## config.mk

```make
export PLATFORM = sky130hd
export DESIGN_NAME = alu_iter
export DESIGN_NICKNAME = d
export VERILOG_FILES = /design/src/rtl/alu_pkg.sv /design/src/rtl/alu_iter_shift.sv /design/src/rtl/alu_iter.sv
export SDC_FILE = /design/constraint.sdc
export NUM_CORES = 1
export LEC_CHECK = 0
export ABC_CLOCK_PERIOD_IN_PS = 3700
export BUFFER_PORTS_ARGS = -buffer_cell sky130_fd_sc_hd__buf_2
export CAP_MARGIN = 0
export CORE_ASPECT_RATIO = 1.75
export CORE_MARGIN = 1
export CORE_UTILIZATION = 30
export DETAILED_ROUTE_END_ITERATION = 8
export GPL_TIMING_DRIVEN = 0
export SLEW_MARGIN = 20
export SYNTH_ARGS = -nofsm -noshare
export SYNTH_HDL_FRONTEND = slang
export SYNTH_SLANG_ARGS = --single-unit
export TNS_END_PERCENT = 50
```

## constraint.sdc

```tcl
create_clock -name clk -period 3.7 [get_ports clk]
set_input_delay 0.74 -clock clk [delete_from_list [all_inputs] [get_ports clk]]
set_output_delay 0.74 -clock clk [all_outputs]
set_load 0.05 [all_outputs]
```

## src/rtl/alu_pkg.sv

```systemverilog
// alu_pkg: shared definitions for the iterative ALU.
//   - opcode encodings (OP_*)
//   - control FSM state encoding (state_t)
//   - bit positions inside the {N,Z,V,C} flag register (FN/FZ/FV/FC)
//   - shifter kind encodings (SH_*), equal to op[1:0] of the shift opcodes
package alu_pkg;

   localparam logic [3:0] OP_ADD = 4'b0000;
   localparam logic [3:0] OP_SUB = 4'b0001;
   localparam logic [3:0] OP_AND = 4'b0010;
   localparam logic [3:0] OP_OR  = 4'b0011;
   localparam logic [3:0] OP_XOR = 4'b0100;
   localparam logic [3:0] OP_ADC = 4'b0101;
   localparam logic [3:0] OP_SBC = 4'b0110;
   localparam logic [3:0] OP_LSL = 4'b1000;
   localparam logic [3:0] OP_LSR = 4'b1001;
   localparam logic [3:0] OP_ASR = 4'b1010;
   localparam logic [3:0] OP_MUL = 4'b1011;

   typedef enum logic [1:0] {
      S_IDLE = 2'd0,
      S_EXEC = 2'd1,
      S_DONE = 2'd2
   } state_t;

   localparam int FN = 3;
   localparam int FZ = 2;
   localparam int FV = 1;
   localparam int FC = 0;

   localparam logic [1:0] SH_LSL = 2'b00;
   localparam logic [1:0] SH_LSR = 2'b01;
   localparam logic [1:0] SH_ASR = 2'b10;

endpackage

```

## src/rtl/alu_iter_shift.sv

```systemverilog
// alu_iter_shift: iterative one-bit-per-clock shifter with sticky carry.
// Ports:
//   clk, rst    clock, synchronous active-high reset
//   load        capture a, kind and the clamped amount min(b, WIDTH)
//   step        perform one shift step
//   kind        SH_LSL / SH_LSR / SH_ASR
//   a, b        operand and unsigned shift amount
//   zero_amt    b == 0 (combinational, used by the controller at accept)
//   last        the step taken this cycle is the final one
//   nxt_val     value after the current step (final result when last=1)
//   nxt_v       V flag for that value (LSL sign change, else 0)
//   nxt_sticky  OR of all bits shifted out including the current step
module alu_iter_shift #(
   parameter int WIDTH = 8
) (
   input  logic             clk,
   input  logic             rst,
   input  logic             load,
   input  logic             step,
   input  logic [1:0]       kind,
   input  logic [WIDTH-1:0] a,
   input  logic [WIDTH-1:0] b,
   output logic             zero_amt,
   output logic             last,
   output logic [WIDTH-1:0] nxt_val,
   output logic             nxt_v,
   output logic             nxt_sticky
);
   import alu_pkg::*;

   localparam int               SHW     = $clog2(WIDTH + 1);
   localparam logic [SHW-1:0]   CNT_MAX = SHW'(WIDTH);
   localparam logic [WIDTH-1:0] B_MAX   = WIDTH'(WIDTH);

   logic [WIDTH-1:0] val;
   logic [SHW-1:0]   cnt;
   logic [1:0]       knd;
   logic             sticky;
   logic             msb;
   logic             full;
   logic             out_bit;
   logic             keep_bit;

   always_comb begin
      out_bit  = val[0];
      nxt_val  = val >> 1;
      keep_bit = 1'b1;
      case (knd)
         SH_LSL: begin
            out_bit = val[WIDTH-1];
            nxt_val = val << 1;
         end
         SH_ASR: begin
            nxt_val  = {val[WIDTH-1], val[WIDTH-1:1]};
            // Only a full-width shift ever pushes the original sign bit out
            // on its final step; that bit must not reach the carry.
            keep_bit = !(full && (cnt == SHW'(1)));
         end
         default: ;
      endcase
      nxt_sticky = sticky | (out_bit & keep_bit);
      nxt_v      = (knd == SH_LSL) && (msb != nxt_val[WIDTH-1]);
   end

   assign last     = (cnt == SHW'(1));
   assign zero_amt = (b == '0);

   always_ff @(posedge clk) begin
      if (rst) begin
         val    <= '0;
         cnt    <= '0;
         knd    <= SH_LSL;
         sticky <= 1'b0;
         msb    <= 1'b0;
         full   <= 1'b0;
      end else if (load) begin
         val    <= a;
         knd    <= kind;
         sticky <= 1'b0;
         msb    <= a[WIDTH-1];
         full   <= (b >= B_MAX);
         cnt    <= (b >= B_MAX) ? CNT_MAX : b[SHW-1:0];
      end else if (step) begin
         val    <= nxt_val;
         sticky <= nxt_sticky;
         cnt    <= cnt - SHW'(1);
      end
   end

endmodule

```

## src/rtl/alu_iter.sv

```systemverilog
// alu_iter: registered ALU with persistent {N,Z,V,C} flags, iterative shifts
// and ADC/SBC chaining through the stored carry.
// Optional feature: define ALU_ITER_MUL_EN to add an iterative unsigned
// shift-add multiplier (opcode 1011); without it 1011 is an invalid opcode.
// Ports:
//   clk, rst             clock, synchronous active-high reset
//   in_valid / in_ready  operation handshake (op, a, b)
//   op, a, b             opcode and operands (b = shift amount for shifts)
//   out_valid/out_ready  result handshake
//   result, flags, err   registered result, flag register, invalid-op marker
// Handshake: a transfer happens on a rising edge where valid and ready are
// both high. in_ready is high only in IDLE and out_valid only in DONE;
// result/flags/err hold stable while out_valid is high and out_ready is low.
module alu_iter #(
   parameter int WIDTH = 8
) (
   input  logic             clk,
   input  logic             rst,
   input  logic             in_valid,
   output logic             in_ready,
   input  logic [3:0]       op,
   input  logic [WIDTH-1:0] a,
   input  logic [WIDTH-1:0] b,
   output logic             out_valid,
   input  logic             out_ready,
   output logic [WIDTH-1:0] result,
   output logic [3:0]       flags,
   output logic             err
);
   import alu_pkg::*;

   state_t           state;
   logic [WIDTH:0]   sum;
   logic [WIDTH-1:0] dres;
   logic             dv, dc, dok, is_shift;
   logic             sh_load, sh_step, sh_zero, sh_last, sh_v, sh_c;
   logic [WIDTH-1:0] sh_val;
`ifdef ALU_ITER_MUL_EN
   logic             is_mul;
`endif

   // Single-cycle datapath, evaluated against the operands at accept time.
   // ADC/SBC read the carry from the flag register as it stands now.
   always_comb begin
      sum      = '0;
      dres     = '0;
      dv       = 1'b0;
      dc       = 1'b0;
      dok      = 1'b1;
      is_shift = 1'b0;
`ifdef ALU_ITER_MUL_EN
      is_mul   = 1'b0;
`endif
      case (op)
         OP_ADD, OP_ADC: begin
            sum  = {1'b0, a} + {1'b0, b}
                 + {{WIDTH{1'b0}}, (op == OP_ADC) & flags[FC]};
            dres = sum[WIDTH-1:0];
            dc   = sum[WIDTH];
            dv   = (a[WIDTH-1] == b[WIDTH-1]) && (dres[WIDTH-1] != a[WIDTH-1]);
         end
         OP_SUB, OP_SBC: begin
            // Bit WIDTH of the difference is the borrow.
            sum  = {1'b0, a} - {1'b0, b}
                 - {{WIDTH{1'b0}}, (op == OP_SBC) & flags[FC]};
            dres = sum[WIDTH-1:0];
            dc   = sum[WIDTH];
            dv   = (a[WIDTH-1] != b[WIDTH-1]) && (dres[WIDTH-1] != a[WIDTH-1]);
         end
         OP_AND: dres = a & b;
         OP_OR:  dres = a | b;
         OP_XOR: dres = a ^ b;
         OP_LSL, OP_LSR, OP_ASR: begin
            // A zero-length shift finishes at once with result=a, V=C=0.
            is_shift = 1'b1;
            dres     = a;
         end
`ifdef ALU_ITER_MUL_EN
         OP_MUL: is_mul = 1'b1;
`endif
         default: dok = 1'b0;
      endcase
   end

   assign sh_load = (state == S_IDLE) && in_valid && is_shift;

   alu_iter_shift #(.WIDTH(WIDTH)) u_shift (
      .clk        (clk),
      .rst        (rst),
      .load       (sh_load),
      .step       (sh_step),
      .kind       (op[1:0]),
      .a          (a),
      .b          (b),
      .zero_amt   (sh_zero),
      .last       (sh_last),
      .nxt_val    (sh_val),
      .nxt_v      (sh_v),
      .nxt_sticky (sh_c)
   );

`ifdef ALU_ITER_MUL_EN
   localparam int SHW = $clog2(WIDTH + 1);

   logic [2*WIDTH-1:0] prod, mul_nxt;
   logic [WIDTH-1:0]   mcand;
   logic [WIDTH:0]     mul_sum;
   logic [SHW-1:0]     mul_cnt;
   logic               exec_mul, mul_last, mul_hi;

   // prod = {partial high half, remaining multiplier bits}; each step adds
   // the multiplicand into the high half when the current multiplier bit is
   // set, then shifts the whole register right by one.
   always_comb begin
      mul_sum = {1'b0, prod[2*WIDTH-1:WIDTH]} + (prod[0] ? {1'b0, mcand} : '0);
      mul_nxt = {mul_sum, prod[WIDTH-1:1]};
   end

   assign mul_last = (mul_cnt == SHW'(1));
   assign mul_hi   = |mul_nxt[2*WIDTH-1:WIDTH];
   assign sh_step  = (state == S_EXEC) && !exec_mul;

   always_ff @(posedge clk) begin
      if (rst) begin
         prod     <= '0;
         mcand    <= '0;
         mul_cnt  <= '0;
         exec_mul <= 1'b0;
      end else if ((state == S_IDLE) && in_valid) begin
         exec_mul <= is_mul;
         prod     <= {{WIDTH{1'b0}}, b};
         mcand    <= a;
         mul_cnt  <= SHW'(WIDTH);
      end else if ((state == S_EXEC) && exec_mul) begin
         prod     <= mul_nxt;
         mul_cnt  <= mul_cnt - SHW'(1);
      end
   end
`else
   assign sh_step = (state == S_EXEC);
`endif

   // Control FSM; all handshake and result outputs are registered here and
   // the flag register is written only on entry to DONE.
   always_ff @(posedge clk) begin
      if (rst) begin
         state     <= S_IDLE;
         in_ready  <= 1'b1;
         out_valid <= 1'b0;
         result    <= '0;
         flags     <= 4'b0000;
         err       <= 1'b0;
      end else begin
         case (state)
            S_IDLE: begin
               if (in_valid) begin
                  in_ready <= 1'b0;
                  if (is_shift && !sh_zero) begin
                     state <= S_EXEC;
                  end
`ifdef ALU_ITER_MUL_EN
                  else if (is_mul) begin
                     state <= S_EXEC;
                  end
`endif
                  else begin
                     state     <= S_DONE;
                     out_valid <= 1'b1;
                     err       <= !dok;
                     result    <= dres;
                     if (dok) flags <= {dres[WIDTH-1], (dres == '0), dv, dc};
                  end
               end
            end
            S_EXEC: begin
`ifdef ALU_ITER_MUL_EN
               if (exec_mul) begin
                  if (mul_last) begin
                     state     <= S_DONE;
                     out_valid <= 1'b1;
                     err       <= 1'b0;
                     result    <= mul_nxt[WIDTH-1:0];
                     flags     <= {mul_nxt[WIDTH-1], (mul_nxt[WIDTH-1:0] == '0),
                                   mul_hi, mul_hi};
                  end
               end else
`endif
               if (sh_last) begin
                  state     <= S_DONE;
                  out_valid <= 1'b1;
                  err       <= 1'b0;
                  result    <= sh_val;
                  flags     <= {sh_val[WIDTH-1], (sh_val == '0), sh_v, sh_c};
               end
            end
            S_DONE: begin
               if (out_ready) begin
                  state     <= S_IDLE;
                  out_valid <= 1'b0;
                  in_ready  <= 1'b1;
               end
            end
            default: state <= S_IDLE;
         endcase
      end
   end

endmodule

```

======== Yosys cells after proc, flatten, opt, wreduce, memory -nomap -nowiden ========
Cells that the tools add are included.
operators by class
  eq/ne operators ......................... 23
  multiplexer cells ....................... 39
  bitwise gates (word level) .............. 7
  $add $sub $neg .......................... 5
  order comparisons ....................... 1
  reduce and logical (&&, ||, !) cells .... 30
operator list
  cell                  count
  $pmux W8 S6           1
  $mux W8               5
  $pmux W8 S2           2
  $mux W4               7
  $logic_not A8 Y1      3
  $mux W1               13
  $eq A4 B3 Y1 const B  3
  $eq A4 B4 Y1 const B  3
  $reduce_and A5 Y1     2
  $reduce_or A10 Y1     1
  $add A8 B8 Y9         1
  $add A9 B1 Y9         1
  $sub A8 B8 Y9         1
  $sub A9 B1 Y9         1
  $and A8 B8 Y8         1
  $eq A4 B1 Y1 const B  2
  $eq A4 B2 Y1 const B  2
  $ge A8 B4 Y1 const B  1
  $mux W2               4
  $ne A2 B2 Y1 const B  4
  $or A8 B8 Y8          1
  $pmux W1 S2           4
  $pmux W4 S2           1
  $xor A8 B8 Y8         1
  other kinds (20)      40
storage, ports and cells
  flip-flop bits (word level) ............. 34
  output and inout port bits .............. 15

======== Longest topological paths before layout ========
  depth after elaboration ................. 10
  gate-level depth with buffers ........... 13

======== Hierarchy ========
Synthesis repeated with hierarchy kept, for this count alone.
second synthesis, totals
  cell total of the unflattened synthesis .. 417
  area total of the unflattened synthesis .. 3235.6 um^2
modules (own cells, without submodules)
  module          area each (um^2)  cells each  seq. area each (um^2)  instances
  alu_iter        2240.9            301         340.3                  1
  alu_iter_shift  994.7             116         340.3                  1

======== Least setup slack after synthesis ========
Ideal clock, no wire load.
  path type ............................... input-to-reg
  start point ............................. in op[2]
  end point ............................... reg flags[2]
  arrival ................................. 3.301 ns
  cell stages on the path ................. 11
  path slack .............................. 0.329 ns
  setup time .............................. 0.070 ns
  cells stage by stage .................... or2b_2 -> nor2_2 -> nand2_1 -> fa_1 -> fa_1 -> o21ai_0 -> a22oi_1 -> xor2_1 -> a221o_2 -> nor4bb_1 -> o2bb2ai_1
on the way
  longest elaborated chain between the ends .. 9
ends and longest elaborated chain
  item                                            line                            text
  start: declaration                              alu_iter.sv:21                  input logic [3:0] op,
  $eq A4 B3 Y1                                    n/a
  $and A1 B1 Y1 (on tied branches)                alu_iter.sv:65, alu_iter.sv:57
  $sub A9 B1 Y9 or $add A9 B1 Y9 (tied branches)  alu_iter.sv:65, alu_iter.sv:57
  $pmux W8 S6                                     alu_iter.sv:54                  case (op)
  $logic_not A8 Y1                                alu_iter.sv:171                 if (dok) flags <= {dres[WIDTH-1], (dres == '0), dv, dc};
  $mux W4                                         alu_iter.sv:171
  $mux W4                                         alu_iter.sv:158                 if (is_shift && !sh_zero) begin
  $mux W4                                         alu_iter.sv:156                 if (in_valid) begin
  $pmux W4 S2                                     alu_iter.sv:154                 case (state)
  end signal: assignment                          alu_iter.sv:171
  end signal: assignment                          alu_iter.sv:193                 flags <= {sh_val[WIDTH-1], (sh_val == '0), sh_v, sh_c};
  end: declaration                                alu_iter.sv:27                  output logic [3:0] flags,
Parallel ways exist; a longest one is shown, timed or not. The select of a mux whose other input is x is not followed.
A chain may end at the register's enable or synchronous reset.

======== Worst setup path after layout ========
  start point ............................. in op[1]
  end point ............................... reg flags[3]
on the way
  longest elaborated chain between the ends .. 8
ends and longest elaborated chain
  item                                            line
  $eq A4 B3 Y1                                    n/a
  $and A1 B1 Y1 (on tied branches)                alu_iter.sv:65, alu_iter.sv:57
  $sub A9 B1 Y9 or $add A9 B1 Y9 (tied branches)  alu_iter.sv:65, alu_iter.sv:57
  $pmux W8 S6                                     alu_iter.sv:54
  $mux W4                                         alu_iter.sv:171
  $mux W4                                         alu_iter.sv:158
  $mux W4                                         alu_iter.sv:156
  $pmux W4 S2                                     alu_iter.sv:154
Parallel ways exist; a longest one is shown, timed or not. The select of a mux whose other input is x is not followed.

==> flow_results.xml <==
<?xml version="1.0" encoding="UTF-8"?>
<metrics>
  <group name="placed_design">
    <metric name="placed_cells" unit="">590</metric>
    <metric name="finalWeightedCongestion" unit="">0.916</metric>
    <metric name="dp_hpwl" unit="um">8690</metric>
    <metric name="port-buffer-count" unit="">37</metric>
    <metric name="placed_cell_area" unit="um^2">3580</metric>
    <metric name="post-place-ws" unit="ns">-0.310</metric>
  </group>
  <group name="setup_path">
    <metric name="criticalPathCategory" unit="">primary input to flip-flop</metric>
    <metric name="r2r_cells" unit="">9</metric>
    <metric name="reg2reg_setup_slack" unit="ns">0.71</metric>
    <metric name="crit_slowest_cell" unit="">fa_1</metric>
    <metric name="crit_required" unit="ns">3.89</metric>
    <metric name="crit_buf_inv" unit="">2</metric>
    <metric name="r2r_end" unit="">flags[2]</metric>
    <metric name="worst_setup_path_end_kind" unit="">flip-flop</metric>
    <metric name="crit_family" unit="">compound AO/OA/AOI/OAI gates</metric>
    <metric name="startpoint_type" unit="">primary input</metric>
    <metric name="reg2reg_from" unit="">flags[0]</metric>
    <metric name="cp.arrival" unit="ns">3.71</metric>
    <metric name="critical_path.max_fanout" unit="">6</metric>
    <metric name="cp_slowest_stage_delay" unit="ns">0.54</metric>
    <metric name="critical_path.cell_chain" unit="">buf_2 -&gt; or2b_2 -&gt; nor2_2 -&gt; nand2_1 -&gt; fa_1 -&gt; inv_1 -&gt; ha_1 -&gt; o211ai_1 -&gt; nand3_1 -&gt; a31oi_1 -&gt; xnor2_1 -&gt; a21oi_1 -&gt; a21o_1 -&gt; a311oi_1</metric>
  </group>
  <group name="logic_synthesis">
    <metric name="fraction_of_registers_with_async_set_reset" unit="">0</metric>
    <metric name="synth_ff_type" unit="">dfxtp_1</metric>
    <metric name="synth_fp_nets" unit="">486</metric>
    <metric name="synthesis.area_per_instance" unit="um^2">7.59</metric>
    <metric name="seq_total_area_yosys" unit="">0.210</metric>
    <metric name="synth_top_family_by_area" unit="">compound AO/OA/AOI/OAI gates</metric>
    <metric name="synth_enable_flop_cells" unit="">0</metric>
    <metric name="synth.mux.area_fraction" unit="">0.0190</metric>
    <metric name="synth_seq_cells" unit="">34</metric>
    <metric name="ys_types" unit="">67</metric>
    <metric name="synth-xor-area-share" unit="">0.0298</metric>
    <metric name="synth_simple_gate_area_frac" unit="">0.244</metric>
    <metric name="synth.cell_area" unit="um^2">3230</metric>
    <metric name="compound_gate_portion_of_the_synthesized_area" unit="">0.263</metric>
    <metric name="synthesized_instance_count" unit="">426</metric>
    <metric name="synth_adder_area_share" unit="">0.152</metric>
    <metric name="synth.yosys.warnings" unit="">0</metric>
  </group>
  <group name="power_and_ir_drop">
    <metric name="power.static_leakage" unit="nW">1.52</metric>
    <metric name="share_clk_of_total_power" unit="">0.312</metric>
    <metric name="share_comb_of_total_power" unit="">0.359</metric>
    <metric name="total_switching_power" unit="mW">0.443</metric>
    <metric name="p_sw_frac" unit="">0.356</metric>
    <metric name="power_density" unit="nW/um^2">334</metric>
    <metric name="vdd.ir_drop.worst" unit="V">0.000184</metric>
    <metric name="internal_dissipation" unit="mW">0.800</metric>
    <metric name="sequentialPowerShare" unit="">0.329</metric>
  </group>
  <group name="drt">
    <metric name="drcViolationCount" unit="">0</metric>
    <metric name="drt-pass1-iter-count" unit="">4</metric>
    <metric name="drt.antenna.violating_nets" unit="">0</metric>
    <metric name="drt-wirelength-per-cell" unit="um">17.5</metric>
    <metric name="postRouteWirelength" unit="um">10500</metric>
    <metric name="via_per_inst" unit="">5.64</metric>
    <metric name="drtIter0Drc" unit="">167</metric>
    <metric name="route.vias.total" unit="">3365</metric>
  </group>
  <group name="floorplanning">
    <metric name="die_area" unit="um^2">11200</metric>
    <metric name="rows" unit="">49</metric>
    <metric name="boundaryPins" unit="">39</metric>
    <metric name="floorplan.initialDensity" unit="">0.312</metric>
    <metric name="coreArea" unit="um^2">10400</metric>
    <metric name="die_w" unit="um">80.5</metric>
    <metric name="die-height" unit="um">139</metric>
  </group>
  <group name="worst_hold_path">
    <metric name="min_delay_path_depth" unit="">2</metric>
    <metric name="source_of_the_worst_hold_timing_path" unit="">result[1]</metric>
    <metric name="timing.hold.worst_endpoint" unit="">result[1]</metric>
    <metric name="holdCritPathClass" unit="">flip-flop to flip-flop</metric>
  </group>
  <group name="layout">
    <metric name="area.growth.synth_to_final" unit="%">15.2</metric>
    <metric name="post_layout_nonfiller_instances" unit="">597</metric>
    <metric name="number_of_inserted_diodes" unit="">0</metric>
    <metric name="post_route_cells_drive_above_1_share" unit="">0.166</metric>
    <metric name="number_of_nets_at_the_end_of_the_flow" unit="">530</metric>
    <metric name="final_cell_area" unit="um^2">3720</metric>
    <metric name="final_core_util" unit="">0.359</metric>
  </group>
  <group name="clocking">
    <metric name="tritoncts_clock_tree" unit="">done</metric>
    <metric name="clock_insertion_delay_worst_skew" unit="ns">0.28</metric>
    <metric name="cts_buffer_depth" unit="">2</metric>
    <metric name="number_of_sinks_on_the_clock_net" unit="">34</metric>
    <metric name="tritoncts.num_buffers" unit="">5</metric>
    <metric name="clk_root_buffer_cell" unit="">clkbuf_16</metric>
    <metric name="htree_levels" unit="">2</metric>
    <metric name="clk_pin_slew" unit="ns">0.05</metric>
  </group>
  <group name="timing">
    <metric name="hold_viol_final" unit="">0</metric>
    <metric name="max_freq" unit="GHz">0.284</metric>
    <metric name="timing.final.max_slew_violations" unit="">0</metric>
    <metric name="rsz_0062_raised_after_global_routing" unit="">no</metric>
    <metric name="min_period" unit="ns">3.52</metric>
    <metric name="finalCritPeriodShare" unit="">0.950</metric>
    <metric name="worst-slew-pin-transition" unit="ns">0.630</metric>
    <metric name="worst_hold_slack" unit="ns">0.444</metric>
    <metric name="finalWorstSetupSlack" unit="ns">0.185</metric>
    <metric name="final-setup-viol-count" unit="">0</metric>
    <metric name="clock-skew-final" unit="ns">0.00417</metric>
    <metric name="timing.slew.headroom" unit="">0.579</metric>
  </group>
  <group name="outcome">
    <metric name="status" unit="">finished clean</metric>
  </group>
  <group name="global_routing">
    <metric name="grt_start_max_net_pins" unit="">11</metric>
    <metric name="grt_pass1_vias" unit="">3326</metric>
    <metric name="grt_usage" unit="">0.196</metric>
    <metric name="global_route_wire_length_before_repair" unit="um">16600</metric>
    <metric name="globalRoute.totalOverflow" unit="">0</metric>
    <metric name="number_of_antenna_violations_at_the_first_check_in_global_routing" unit="">0</metric>
  </group>
  <group name="run">
    <metric name="cap_viol_max_count" unit="">0</metric>
  </group>
</metrics>
==> power by group through the flow <==
stage	logic, mW	registers (mW)	clock network, mW
floorplan	0.270	0.461	0
global placement	0.435	0.415	0
detailed placement	0.440	0.416	0
CTS	0.443	0.409	0.393
global route	0.489	0.412	0.413
finish	0.446	0.409	0.388
==> repair_timing <==
action | 4_1_cts | 5_1_grt
gates resized for setup | 1 | 5
hold buffers | 0 | 0
endpoints found under the hold margin | 0 | 0
setup buffers | 0 | 0
pin swaps | 0 | 0
cloned | 0 | 0
endpoints found under the setup margin | 1 | 2
==> layout make-up <==
cell class / count / area (um^2)
Tap cell: 127 / 159
Buffer: 21 / 158
Fill cell: 1125 / 6640
Sequential cell: 34 / 681
Timing Repair Buffer: 37 / 185
Inverter: 30 / 113
Clock buffer: 7 / 133
Multi-Input combinational cell: 341 / 2300
==> kinds of logic after synthesis <==
family | after synthesis
muxes | 6
buffers and inverters | 51
adders and majority gates | 37
AOI/OAI and AO/OA | 124
DFF | 34
and+or+nand+nor | 163
xor gates and xnor gates | 11
==> worst register-to-register path: stages (launching register included) <==
cell and delay (ns):
dfxtp_1 0.45, nand4_1 0.19, fa_1 0.45, fa_1 0.45
nor2b_2 0.19, o31ai_2 0.10, a21boi_0 0.21, o221ai_1 0.24
nor4_1 0.49, o2bb2ai_1 0.17
==> cell usage after synthesis (all sizes together) (3+ instances only) <==
cell type / number / share of area
nand3: 12 / 0.019
a21o: 5 / 0.012
a311oi: 3 / 0.0081
nand3b: 3 / 0.0070
a211oi: 6 / 0.019
a22oi: 4 / 0.0093
a31oi: 4 / 0.0077
a21oi: 42 / 0.065
nor2: 45 / 0.054
xor2: 7 / 0.019
o32a: 3 / 0.0097
a32oi: 4 / 0.011
fa: 4 / 0.025
ha: 32 / 0.12
nand2: 49 / 0.057
nor2b: 4 / 0.0077
buf: 3 / 0.0085
or3: 4 / 0.0081
dfxtp: 34 / 0.21
mux2i: 5 / 0.015
o211ai: 12 / 0.028
or2b: 3 / 0.0081
o21ai: 16 / 0.025
inv: 30 / 0.035
nand2b: 3 / 0.0058
and3: 3 / 0.0066
or2: 4 / 0.0077
nor4: 3 / 0.0058
nor3: 19 / 0.031
clkbuf: 18 / 0.039
a21boi: 4 / 0.010
o31ai: 4 / 0.011
nand4: 3 / 0.0058
xnor2: 4 / 0.011
==> metrics by stage <==
step,setup TNS [ns],power [mW]
after floorplan,0,0.731
after global routing,0,1.31
after detailed placement,-0.982,0.856
after global placement,-0.937,0.851
final,0,1.24
after CTS,0,1.24
==> layout by cell type (no fill, tap or decap), types with 3 or more instances in the layout <==
master,count
nand2_1,49
a32oi_1,4
a21oi_1,42
nor3_1,18
xor2_1,7
a21boi_0,3
inv_1,30
a21o_1,5
nor2_1,42
nand2b_1,3
fa_1,3
or2b_2,3
buf_2,37
clkbuf_16,5
ha_1,32
nand3_1,12
nor4_1,3
a311oi_1,3
dfxtp_1,34
mux2i_1,5
a22oi_1,4
nor2b_1,3
nand4_1,3
or3_1,3
o31ai_1,3
a211oi_1,4
nor2_2,3
clkbuf_8,6
nand3b_1,3
o21ai_0,15
a31oi_1,4
o211ai_1,12
xnor2_1,4
clkbuf_1,14
==> routing by layer <==
| metal | track usage | part of all wire |
|---|---|---|
| met1 | 0.187 | 0.34 |
| met4 | 0.157 | 0.074 |
| met2 | 0.364 | 0.54 |
| met5 | 0 | 0 |
| met3 | 0.0177 | 0.039 |
==> state kept, by name, indices dropped and copies added, names as in the netlist <==
signal	count
err	1
flags	4
in_ready	1
out_valid	1
result	8
state	2
u_shift.cnt	4
u_shift.full	1
u_shift.knd	2
u_shift.msb	1
u_shift.sticky	1
u_shift.val	8
==> worst max path at each step <==
stage               slack [ns]       end  depth (start not counted)  startpoint
floorplan                 0.33  flags[2]                         11       op[2]
global placement         -0.32  flags[2]                         12       op[1]
detailed placement       -0.31  flags[2]                         12       op[1]
CTS                       0.07  flags[2]                         13       op[1]
global route             0.002  flags[2]                         13       op[1]
finish                    0.18  flags[3]                         14       op[1]
No activity file was read; power rests on OpenSTA's default activity.
